**src/rtl/avalon_sprite_flush_master_if.sv**
```systemverilog
// Avalon-MM bus between the sprite flush master and the game-control register-file slave.
// Zero-latency reads: READDATA is valid in the cycle the read is accepted.
interface avalon_sprite_flush_master_if;
  logic [4:0]  AVM_ADDR;
  logic        AVM_READ;
  logic        AVM_WRITE;
  logic        AVM_CS;
  logic [7:0]  AVM_BYTE_EN;
  logic [63:0] AVM_WRITEDATA;
  logic [63:0] AVM_READDATA;
  logic        AVM_WAITREQUEST;

  modport master (
    output AVM_ADDR, AVM_READ, AVM_WRITE, AVM_CS, AVM_BYTE_EN, AVM_WRITEDATA,
    input  AVM_READDATA, AVM_WAITREQUEST
  );

  modport slave (
    input  AVM_ADDR, AVM_READ, AVM_WRITE, AVM_CS, AVM_BYTE_EN, AVM_WRITEDATA,
    output AVM_READDATA, AVM_WAITREQUEST
  );
endinterface

```
**src/rtl/avalon_sprite_flush_master.sv**
```systemverilog
// Flushes a local shadow table of sprite descriptors to the register-file slave:
// status read, then every dirty sprite entry, then the global word.
module avalon_sprite_flush_master #(
  parameter int NUM_SPRITES = 15,
  parameter int STATUS_ADDR = 30,
  parameter int GLOBAL_ADDR = 31
) (
  input  logic        CLK,
  input  logic        RESET_N,
  input  logic        START,
  output logic        BUSY,
  output logic        DONE,
  input  logic        TBL_WE,
  input  logic [3:0]  TBL_IDX,
  input  logic [63:0] TBL_WDATA,
  output logic [63:0] STATUS,
  output logic        STATUS_VALID,
  avalon_sprite_flush_master_if.master avm
);

  localparam logic [3:0] LAST_IDX = 4'(NUM_SPRITES - 1);
  localparam logic [3:0] GLOB_IDX = 4'(NUM_SPRITES);
  localparam logic [4:0] STAT_A   = 5'(STATUS_ADDR);
  localparam logic [4:0] GLOB_A   = 5'(GLOBAL_ADDR);

  typedef enum logic [2:0] {
    S_IDLE    = 3'd0,
    S_RD_STAT = 3'd1,
    S_SCAN    = 3'd2,
    S_WRITE   = 3'd3,
    S_WR_GLOB = 3'd4
  } state_t;

  state_t      state_r, state_s;
  logic [3:0]  idx_r, idx_s;
  logic        redo_r, redo_s;
  logic        busy_r, done_r, done_s;
  logic [63:0] status_r, status_s;
  logic        status_valid_r, status_valid_s;
  logic [4:0]  addr_r, addr_s;
  logic        read_r, read_s, write_r, write_s;
  logic        cs_r;
  logic [7:0]  byte_en_r;
  logic [63:0] wdata_r, wdata_s;
  logic [63:0] shadow_r [0:15];
  logic [15:0] dirty_r, dirty_s;
  logic        clr_dirty_s;
  logic        accept_s, hit_cur_s, tbl_ok_s;

  assign accept_s  = !avm.AVM_WAITREQUEST;
  assign tbl_ok_s  = ({1'b0, TBL_IDX} <= {1'b0, GLOB_IDX});
  assign hit_cur_s = TBL_WE && (TBL_IDX == idx_r);

  // redo_r remembers a table write to the entry in flight after its data was latched,
  // so acceptance of the stale copy does not clear the dirty bit.
  // Next-state and next-output logic for the flush sequencer.
  always_comb begin
    state_s        = state_r;
    idx_s          = idx_r;
    redo_s         = redo_r | hit_cur_s;
    done_s         = 1'b0;
    status_s       = status_r;
    status_valid_s = 1'b0;
    addr_s         = addr_r;
    read_s         = read_r;
    write_s        = write_r;
    wdata_s        = wdata_r;
    clr_dirty_s    = 1'b0;
    case (state_r)
      S_IDLE: begin
        if (START) begin
          state_s = S_RD_STAT;
          read_s  = 1'b1;
          addr_s  = STAT_A;
        end else begin
          read_s  = 1'b0;
          write_s = 1'b0;
        end
      end
      S_RD_STAT: begin
        if (accept_s) begin
          status_s       = avm.AVM_READDATA;
          status_valid_s = 1'b1;
          read_s         = 1'b0;
          addr_s         = 5'd0;
          idx_s          = 4'd0;
          state_s        = S_SCAN;
        end else begin
          state_s = S_RD_STAT;
        end
      end
      S_SCAN: begin
        if (dirty_r[idx_r] && (idx_r <= LAST_IDX)) begin
          write_s = 1'b1;
          addr_s  = {idx_r, 1'b1};
          wdata_s = shadow_r[idx_r];
          redo_s  = hit_cur_s;
          state_s = S_WRITE;
        end else if (idx_r >= LAST_IDX) begin
          write_s = 1'b1;
          addr_s  = GLOB_A;
          wdata_s = shadow_r[GLOB_IDX];
          idx_s   = GLOB_IDX;
          redo_s  = TBL_WE && (TBL_IDX == GLOB_IDX);
          state_s = S_WR_GLOB;
        end else begin
          idx_s = idx_r + 4'd1;
        end
      end
      S_WRITE: begin
        if (accept_s) begin
          clr_dirty_s = !redo_r;
          if (idx_r == LAST_IDX) begin
            addr_s  = GLOB_A;
            wdata_s = shadow_r[GLOB_IDX];
            idx_s   = GLOB_IDX;
            redo_s  = TBL_WE && (TBL_IDX == GLOB_IDX);
            state_s = S_WR_GLOB;
          end else begin
            write_s = 1'b0;
            addr_s  = 5'd0;
            idx_s   = idx_r + 4'd1;
            state_s = S_SCAN;
          end
        end else begin
          state_s = S_WRITE;
        end
      end
      S_WR_GLOB: begin
        if (accept_s) begin
          clr_dirty_s = !redo_r;
          write_s     = 1'b0;
          addr_s      = 5'd0;
          done_s      = 1'b1;
          state_s     = S_IDLE;
        end else begin
          state_s = S_WR_GLOB;
        end
      end
      default: begin
        state_s = S_IDLE;
        read_s  = 1'b0;
        write_s = 1'b0;
        addr_s  = 5'd0;
      end
    endcase
    // A table write beats a same-cycle clear so fresh data always goes out next flush.
    for (int j = 0; j < 16; j++) begin
      dirty_s[j] = (TBL_WE && tbl_ok_s && (TBL_IDX == 4'(j))) ? 1'b1 :
                   ((clr_dirty_s && (idx_r == 4'(j))) ? 1'b0 : dirty_r[j]);
    end
  end

  // Sequencer state and registered bus/status outputs.
  always_ff @(posedge CLK or negedge RESET_N) begin
    if (!RESET_N) begin
      state_r        <= S_IDLE;
      idx_r          <= 4'd0;
      redo_r         <= 1'b0;
      busy_r         <= 1'b0;
      done_r         <= 1'b0;
      status_r       <= 64'd0;
      status_valid_r <= 1'b0;
      addr_r         <= 5'd0;
      read_r         <= 1'b0;
      write_r        <= 1'b0;
      cs_r           <= 1'b0;
      byte_en_r      <= 8'h00;
      wdata_r        <= 64'd0;
    end else begin
      state_r        <= state_s;
      idx_r          <= idx_s;
      redo_r         <= redo_s;
      busy_r         <= (state_s != S_IDLE);
      done_r         <= done_s;
      status_r       <= status_s;
      status_valid_r <= status_valid_s;
      addr_r         <= addr_s;
      read_r         <= read_s;
      write_r        <= write_s;
      cs_r           <= read_s | write_s;
      byte_en_r      <= (read_s | write_s) ? 8'hFF : 8'h00;
      wdata_r        <= wdata_s;
    end
  end

  // Shadow table and dirty bits; reset marks everything dirty so the first flush is complete.
  always_ff @(posedge CLK or negedge RESET_N) begin
    if (!RESET_N) begin
      for (int j = 0; j < 16; j++) begin
        shadow_r[j] <= 64'd0;
      end
      dirty_r <= 16'hFFFF;
    end else begin
      if (TBL_WE && tbl_ok_s) begin
        shadow_r[TBL_IDX] <= TBL_WDATA;
      end
      dirty_r <= dirty_s;
    end
  end

  assign BUSY              = busy_r;
  assign DONE              = done_r;
  assign STATUS            = status_r;
  assign STATUS_VALID      = status_valid_r;
  assign avm.AVM_ADDR      = addr_r;
  assign avm.AVM_READ      = read_r;
  assign avm.AVM_WRITE     = write_r;
  assign avm.AVM_CS        = cs_r;
  assign avm.AVM_BYTE_EN   = byte_en_r;
  assign avm.AVM_WRITEDATA = wdata_r;

endmodule
```
**src/flat_wrapper.sv**
```systemverilog
// flat-port wrapper written by rule: the top's interface ports become plain ports
module avalon_sprite_flush_master_flat 
#(
  parameter int NUM_SPRITES = 15,
  parameter int STATUS_ADDR = 30,
  parameter int GLOBAL_ADDR = 31
)
  (CLK, RESET_N, START, BUSY, DONE, TBL_WE, TBL_IDX, TBL_WDATA, STATUS, STATUS_VALID, avm_AVM_ADDR, avm_AVM_READ, avm_AVM_WRITE, avm_AVM_CS, avm_AVM_BYTE_EN, avm_AVM_WRITEDATA, avm_AVM_READDATA, avm_AVM_WAITREQUEST);
  avalon_sprite_flush_master_if avm_i ();
  input  logic CLK;
  input  logic RESET_N;
  input  logic START;
  output logic BUSY;
  output logic DONE;
  input  logic TBL_WE;
  input  logic [3:0] TBL_IDX;
  input  logic [63:0] TBL_WDATA;
  output logic [63:0] STATUS;
  output logic STATUS_VALID;
  output wire logic [$bits(avm_i.AVM_ADDR)-1:0] avm_AVM_ADDR;
  output wire logic [$bits(avm_i.AVM_READ)-1:0] avm_AVM_READ;
  output wire logic [$bits(avm_i.AVM_WRITE)-1:0] avm_AVM_WRITE;
  output wire logic [$bits(avm_i.AVM_CS)-1:0] avm_AVM_CS;
  output wire logic [$bits(avm_i.AVM_BYTE_EN)-1:0] avm_AVM_BYTE_EN;
  output wire logic [$bits(avm_i.AVM_WRITEDATA)-1:0] avm_AVM_WRITEDATA;
  input wire logic [$bits(avm_i.AVM_READDATA)-1:0] avm_AVM_READDATA;
  input wire logic [$bits(avm_i.AVM_WAITREQUEST)-1:0] avm_AVM_WAITREQUEST;
  assign avm_AVM_ADDR = avm_i.AVM_ADDR;
  assign avm_AVM_READ = avm_i.AVM_READ;
  assign avm_AVM_WRITE = avm_i.AVM_WRITE;
  assign avm_AVM_CS = avm_i.AVM_CS;
  assign avm_AVM_BYTE_EN = avm_i.AVM_BYTE_EN;
  assign avm_AVM_WRITEDATA = avm_i.AVM_WRITEDATA;
  assign avm_i.AVM_READDATA = avm_AVM_READDATA;
  assign avm_i.AVM_WAITREQUEST = avm_AVM_WAITREQUEST;
  avalon_sprite_flush_master #(.NUM_SPRITES(NUM_SPRITES), .STATUS_ADDR(STATUS_ADDR), .GLOBAL_ADDR(GLOBAL_ADDR)) u_core (.CLK(CLK), .RESET_N(RESET_N), .START(START), .BUSY(BUSY), .DONE(DONE), .TBL_WE(TBL_WE), .TBL_IDX(TBL_IDX), .TBL_WDATA(TBL_WDATA), .STATUS(STATUS), .STATUS_VALID(STATUS_VALID), .avm(avm_i));
endmodule
```
**config.mk**
```make
export PLATFORM = sky130hd
export DESIGN_NAME = avalon_sprite_flush_master_flat
export DESIGN_NICKNAME = d
export VERILOG_FILES = /design/src/rtl/avalon_sprite_flush_master_if.sv /design/src/rtl/avalon_sprite_flush_master.sv /design/src/flat_wrapper.sv
export SDC_FILE = /design/constraint.sdc
export NUM_CORES = 2
export LEC_CHECK = 0
export ABC_AREA = 1
export CAP_MARGIN = 20
export CORE_MARGIN = 2
export CORE_UTILIZATION = 50
export CTS_CLUSTER_SIZE = 12
export DETAILED_ROUTE_END_ITERATION = 7
export PLACE_DENSITY_LB_ADDON = 0.25
export SETUP_SLACK_MARGIN = 0.2
export SYNTH_ARGS = -nofsm -noshare
export SYNTH_HDL_FRONTEND = slang
export SYNTH_SLANG_ARGS = --single-unit
```
**constraint.sdc**
```tcl
create_clock -name CLK -period 1.59 [get_ports CLK]
set_input_delay 0.159 -clock CLK [delete_from_list [all_inputs] [get_ports CLK]]
set_output_delay 0.159 -clock CLK [all_outputs]
set_load 0.1 [all_outputs]
```
* After elaboration in Yosys (flattened, before gate mapping)
Cells that the tools add are included.
** Operators by class
- Magnitude comparators :: 6
- Shifts and indexed selects :: 0
- Muxes and demuxes :: 87
- Reductions and logical operators :: 65
- Equality and inequality tests :: 42
- Add/subtract/negate cells :: 1
- Bitwise logic cells :: 5
- Divide/modulo/power cells :: 0
- $mul :: 0
** Operator list (count)
- $bwmux 1024 :: 1
- $mux 64 :: 7
- $bmux 64 s4 :: 1
- $demux 64 s4 :: 1
- $pmux 64 s2 :: 1
- $eq 4x4->1 const B :: 16
- $mux 1 :: 50
- $logic_and 1x1->1 :: 35
- $reduce_bool 2->1 :: 17
- $eq 4x3->1 const B :: 8
- $mux 5 :: 6
- $mux 4 :: 5
- $pmux 5 s4 :: 1
- $mux 3 :: 6
- $eq 4x2->1 const B :: 4
- $pmux 3 s5 :: 1
- $pmux 4 s3 :: 1
- $reduce_and 4->1 :: 3
- $ge 5x5->1 const B :: 2
- $ne 2x2->1 const B :: 5
- $not 4->5 :: 2
- $eq 4x1->1 const B :: 2
- $logic_not 4->1 :: 2
- $mux 8 :: 1
- 24 further kinds :: 28
** Word-level totals
- RAM bits :: 0
- Bits in latches :: 0
- ROM bits :: 0
- Memories kept :: 0
- Word-level logic and storage cells :: 251
- Register bits after elaboration :: 1195

* Depth between registers and ports, before layout
- Word-level depth :: 7
- Mapped depth :: 16
- Mapped depth without buffers :: 13

* Worst setup path after synthesis
Ideal clock, no wire load.
- Path type :: register -> register
- From :: reg u_core.idx_r[0]
- To :: reg u_core.wdata_r[39] (netlist: u_core.avm.AVM_WRITEDATA[39])
- Required time :: 1.470 ns
- Buffers on the path :: 5
- Clock period less this slack :: 1.753 ns
- Stages on the path, launching flop included :: 10
- Slack :: -0.163 ns
- Data arrival time :: 1.633 ns
- Path through :: dfrtp_1 -> buf_4 -> buf_4 -> buf_6 -> nand2_2 -> buf_2 -> clkbuf_1 -> nand4_1 -> nand3_1 -> nand2_1
** On the way
- Cells in the longest elaborated chain, start to end :: 6
- Elaborated cells between the ends (all ways) :: 15
- Those cells by class :: order compare: 2; eq/ne: 3; mux: 7; bitwise: 1; reduce/logical: 2
** Ends and longest elaborated chain
- start, declared :: RTL line avalon_sprite_flush_master.sv:35 : logic [3:0] idx_r, idx_s;
- start signal, assigned :: RTL line avalon_sprite_flush_master.sv:172 : idx_r <= idx_s;
- $not 4->5 (not written as such) :: RTL line avalon_sprite_flush_master.sv:96 : wdata_s = shadow_r[idx_r];
- $bmux 64 s4 :: RTL line avalon_sprite_flush_master.sv:96
- $mux 64 (not written as such) (2 in series) :: RTL line avalon_sprite_flush_master.sv:96
- $mux 64 :: RTL line avalon_sprite_flush_master.sv:93 : if (dirty_r[idx_r] && (idx_r <= LAST_IDX)) begin
- $pmux 64 s2 :: RTL line avalon_sprite_flush_master.sv:69 : case (state_r)
- end signal, assigned :: RTL line avalon_sprite_flush_master.sv:183 : wdata_r <= wdata_s;
- end, declared :: RTL line avalon_sprite_flush_master.sv:44 : logic [63:0] wdata_r, wdata_s;
Several ways; a longest one is shown, not always the timed one. The select of a mux whose other input is x is not followed.
A chain may end at the register's enable or synchronous reset.

* Worst setup path after layout
- From :: reg u_core.idx_r[0]
- To :: reg u_core.wdata_r[7] (netlist: u_core.avm.AVM_WRITEDATA[7])
The elaborated chain is that of the path after synthesis.

==> impl_metrics.yaml <==
run_status:
  status: "finished with violations"
  violations: "negative setup slack"
clocking:
  clock_sinks: 1187
  cts_buffer_depth: 3
  cts_buffers: 130
  cts-htree-levels: 4
  cts_tree: "yes"
  path_clk_slew_ns: 0.06
  clockRootBuffer: "clkbuf_16"
  clock_latency_ns: 0.75
timing:
  finalCriticalPeriod_ns: 2.10
  grt_setup_unrepaired: "true"
  drv_slew: 0
  fmax_mhz: 477
  finalHoldViolCount: 0
  worst_slack_ns: -0.507
  worst_slew_pin_slew_ns: 0.526
  finClkSkew_ns: 0.0245
  setup_viol: 101
  fin_crit_sh_pct: 132
  relSlewSlack_pct: 64.9
place:
  gp_congestion: 0.911
  place_area_um2: 66600
  dp_hpwl_mm: 116
  numPortBuffers: 283
global_route:
  grt_pass1_wl_mm: 288
  grt_pass1_vias: 50300
  overflow: 0
  grt_max_degree: 95
  grt_usage_pct: 31.5
  antenna_found_initial: 7
floorplan:
  initial_core_util_pct: 50.6
  die_y_um: 342
  core-area_um2: 113000
  io_pins: 284
  die_w_um: 342
  die_area_um2: 117000
  fp-row-count: 123
final_layout:
  layout_commonest_cell: "nand2_1"
  finalInstanceArea_um2: 72800
  drive_gt1_share_pct: 11.8
  layout_common_cells: "3093 x nand2_1, 1172 x o21ai_0, 1165 x dfrtp_1"
  final_nets: 8306
  area_growth_pct: 27.7
detailed_routing:
  post-route-drc-count: 0
  avgViaCountPerCell: 5.43
  wl_per_cell_um: 19.2
  drt_iter0_markers: 6121
  dr_total_vias: 53000
  drtAntennaViolNets: 0
  wl_mm: 188
  drt_first_pass_iters: 8
synthesis:
  synthesis.area_um2: 57100
  synthSimpleGateAreaFrac_pct: 26.8
  syn_avg_cell_area_um2: 7.36
  syn_inst: 7756
  ys_seq_area_share_pct: 52.1
  synth-compound-area-share_pct: 10.6
  synthTopCellsByArea: "dfrtp_1 51%, nand2_1 21%, o21ai_0 10%"
  synth_top_area_share_pct: 51.4
  synth_xor_area_share_pct: 0.0307
  async_flop_share_pct: 100
  synth_top_area_cell: "dfrtp_1"
  synth_edf_count: 0
  yosys_warnings: 0
  synth-seq-cells: 1187
  syn_nets: 7897
  synth_fa_ha_area_share_pct: 0.0877
  synth_top_family_by_area: "simple AND/OR/NAND/NOR gates"
  ys.flop_type: "dfrtp_1"
  ys_types: 29
  synthMuxAreaShare_pct: 0
power:
  power.switching_w: 0.0641
  p_leak_nw: 37.4
  power.density_nw_per_um2: 2040
  ir_worst_vdd_mv: 1.42
  power_frac_comb_pct: 50.8
  power_frac_clock_pct: 20.3
  p_total_w: 0.149
  pwr-share-seq_pct: 28.9
  p_int_w: 0.0845
  p_sw_share_pct: 43.1
setup_path:
  cp-start-kind: "register"
  end_kind: "register"
  crit_fanout: 14
  worst_ep_required_time_ns: 2.22
  crit_type: "reg2reg"
  rr_startpoint: "u_core.idx_r[0]"
  critPathArrivalTime_ns: 2.72
  timing.critical_path.from: "u_core.idx_r[0]"
worst_hold_path:
  hp-start: "avm_AVM_READDATA[23]"
  hp-class: "in2reg"
flow_run:
  cap_violations: 0
[worst max-delay path, cell delays in order (launching register included)]
cell and delay (ns):
dfrtp_4 0.58, clkinv_8 0.14, nand2_1 0.07, nand3_2 0.07, nand2_2 0.05, nand2_1 0.06
nand2_1 0.07, inv_2 0.13, nand2_8 0.09, nand3_4 0.14, buf_12 0.20, buf_12 0.16
nand2_1 0.06, nand3_1 0.09, nand2_1 0.06
[worst paths after layout]
check / to / slack (ns) / depth (start not counted)
worst max-delay path: u_core.avm.AVM_WRITEDATA[7] / -0.51 / 14
worst min-delay path: u_core.STATUS[23] / 0.03 / 3
worst max register to register: u_core.avm.AVM_WRITEDATA[7] / -0.51 / 14
worst min register to register: u_core.dirty_r[5] / 0.46 / 2
max in group asynchronous: u_core.dirty_r[5] / 0.84 / 4
min in group asynchronous: u_core.shadow_r[587] / 0.15 / 3
[power groups by stage]
stage	logic [W]	registers (W)	clock network, W
2_1_floorplan	0.0320	0.0522	0
3_3_place_gp	0.0671	0.0429	0
3_5_place_dp	0.0680	0.0431	0
4_1_cts	0.0709	0.0427	0.0305
5_1_grt	0.0811	0.0436	0.0318
6_report	0.0755	0.0429	0.0302
[flip-flops by register name, indices dropped and copies added, names as in the netlist]
register	count
u_core.avm.AVM_READ	1
u_core.state_r	3
u_core.idx_r	4
u_core.avm.AVM_WRITE	1
u_core.STATUS	64
u_core.shadow_r	1024
u_core.STATUS_VALID	1
u_core.avm.AVM_WRITEDATA	64
u_core.redo_r	1
u_core.dirty_r	16
u_core.avm.AVM_BYTE_EN	1
u_core.avm.AVM_ADDR	5
u_core.BUSY	1
u_core.DONE	1
[logic make-up after synthesis]
kind of cell / after synthesis
AND/OR/NAND/NOR: 3883
buffers and inverters: 1479
AO/OA/AOI/OAI: 1201
flip-flops: 1187
adder cells (fa/ha/maj): 4
XOR/XNOR: 2
[synthesized netlist by cell type (4+ instances only)]
cell and instances:
a21oi_1 8, buf_1 29, buf_2 166, buf_4 26
buf_6 9, clkbuf_1 324, dfrtp_1 1171, dfstp_2 16
ha_1 4, inv_1 917, inv_2 5, nand2_1 3137
nand3_1 389, nand4_1 71, nor2_1 258, nor3_1 18
o21ai_0 1187
[area by class of cell]
| class | count | area [µm²] |
|---|---|---|
| antenna | 4 | 10.0 |
| timing repair buffer | 831 | 11500 |
| sequential | 1187 | 29700 |
| tap | 1500 | 1880 |
| clock buffer | 204 | 4010 |
| multi-input combinational | 5090 | 22000 |
| clock inverter | 23 | 230 |
| fill | 9220 | 40000 |
| inverter | 925 | 3510 |
[what timing repair did]
action | 4_1_cts | 5_1_grt
hold buffers | 65 | 0
gates cloned | 5 | 14
setup endpoints to repair | 308 | 318
resized for setup | 76 | 105
pin swaps | 25 | 13
endpoints found under the hold margin | 1238 | 0
setup buffers | 9 | 15
[routing by layer]
layer | part of all wire, % | GRT usage (%)
met1 | 42 | 44.6
met2 | 45 | 48.9
met3 | 9.6 | 5.30
met4 | 3.6 | 11.6
met5 | 0.019 | 0
[metrics by stage]
step                util [%]  std cells  hold slack (ns)  worst slack (ns)  setup TNS (ns)
finish                  64.6       9764           0.0343            -0.507          -36.21
CTS                     63.8       9731          0.00264            -0.432          -31.31
global placement        59.0       9425           0.0663            -0.493         -293.76
floorplan                  -       7756           -0.137           -0.0756           -5.03
detailed placement      59.0       9425           0.0672            -0.513         -314.81
global route            64.6       9764           0.0251            -0.607          -46.10
No activity file was read; power rests on OpenSTA's default activity.
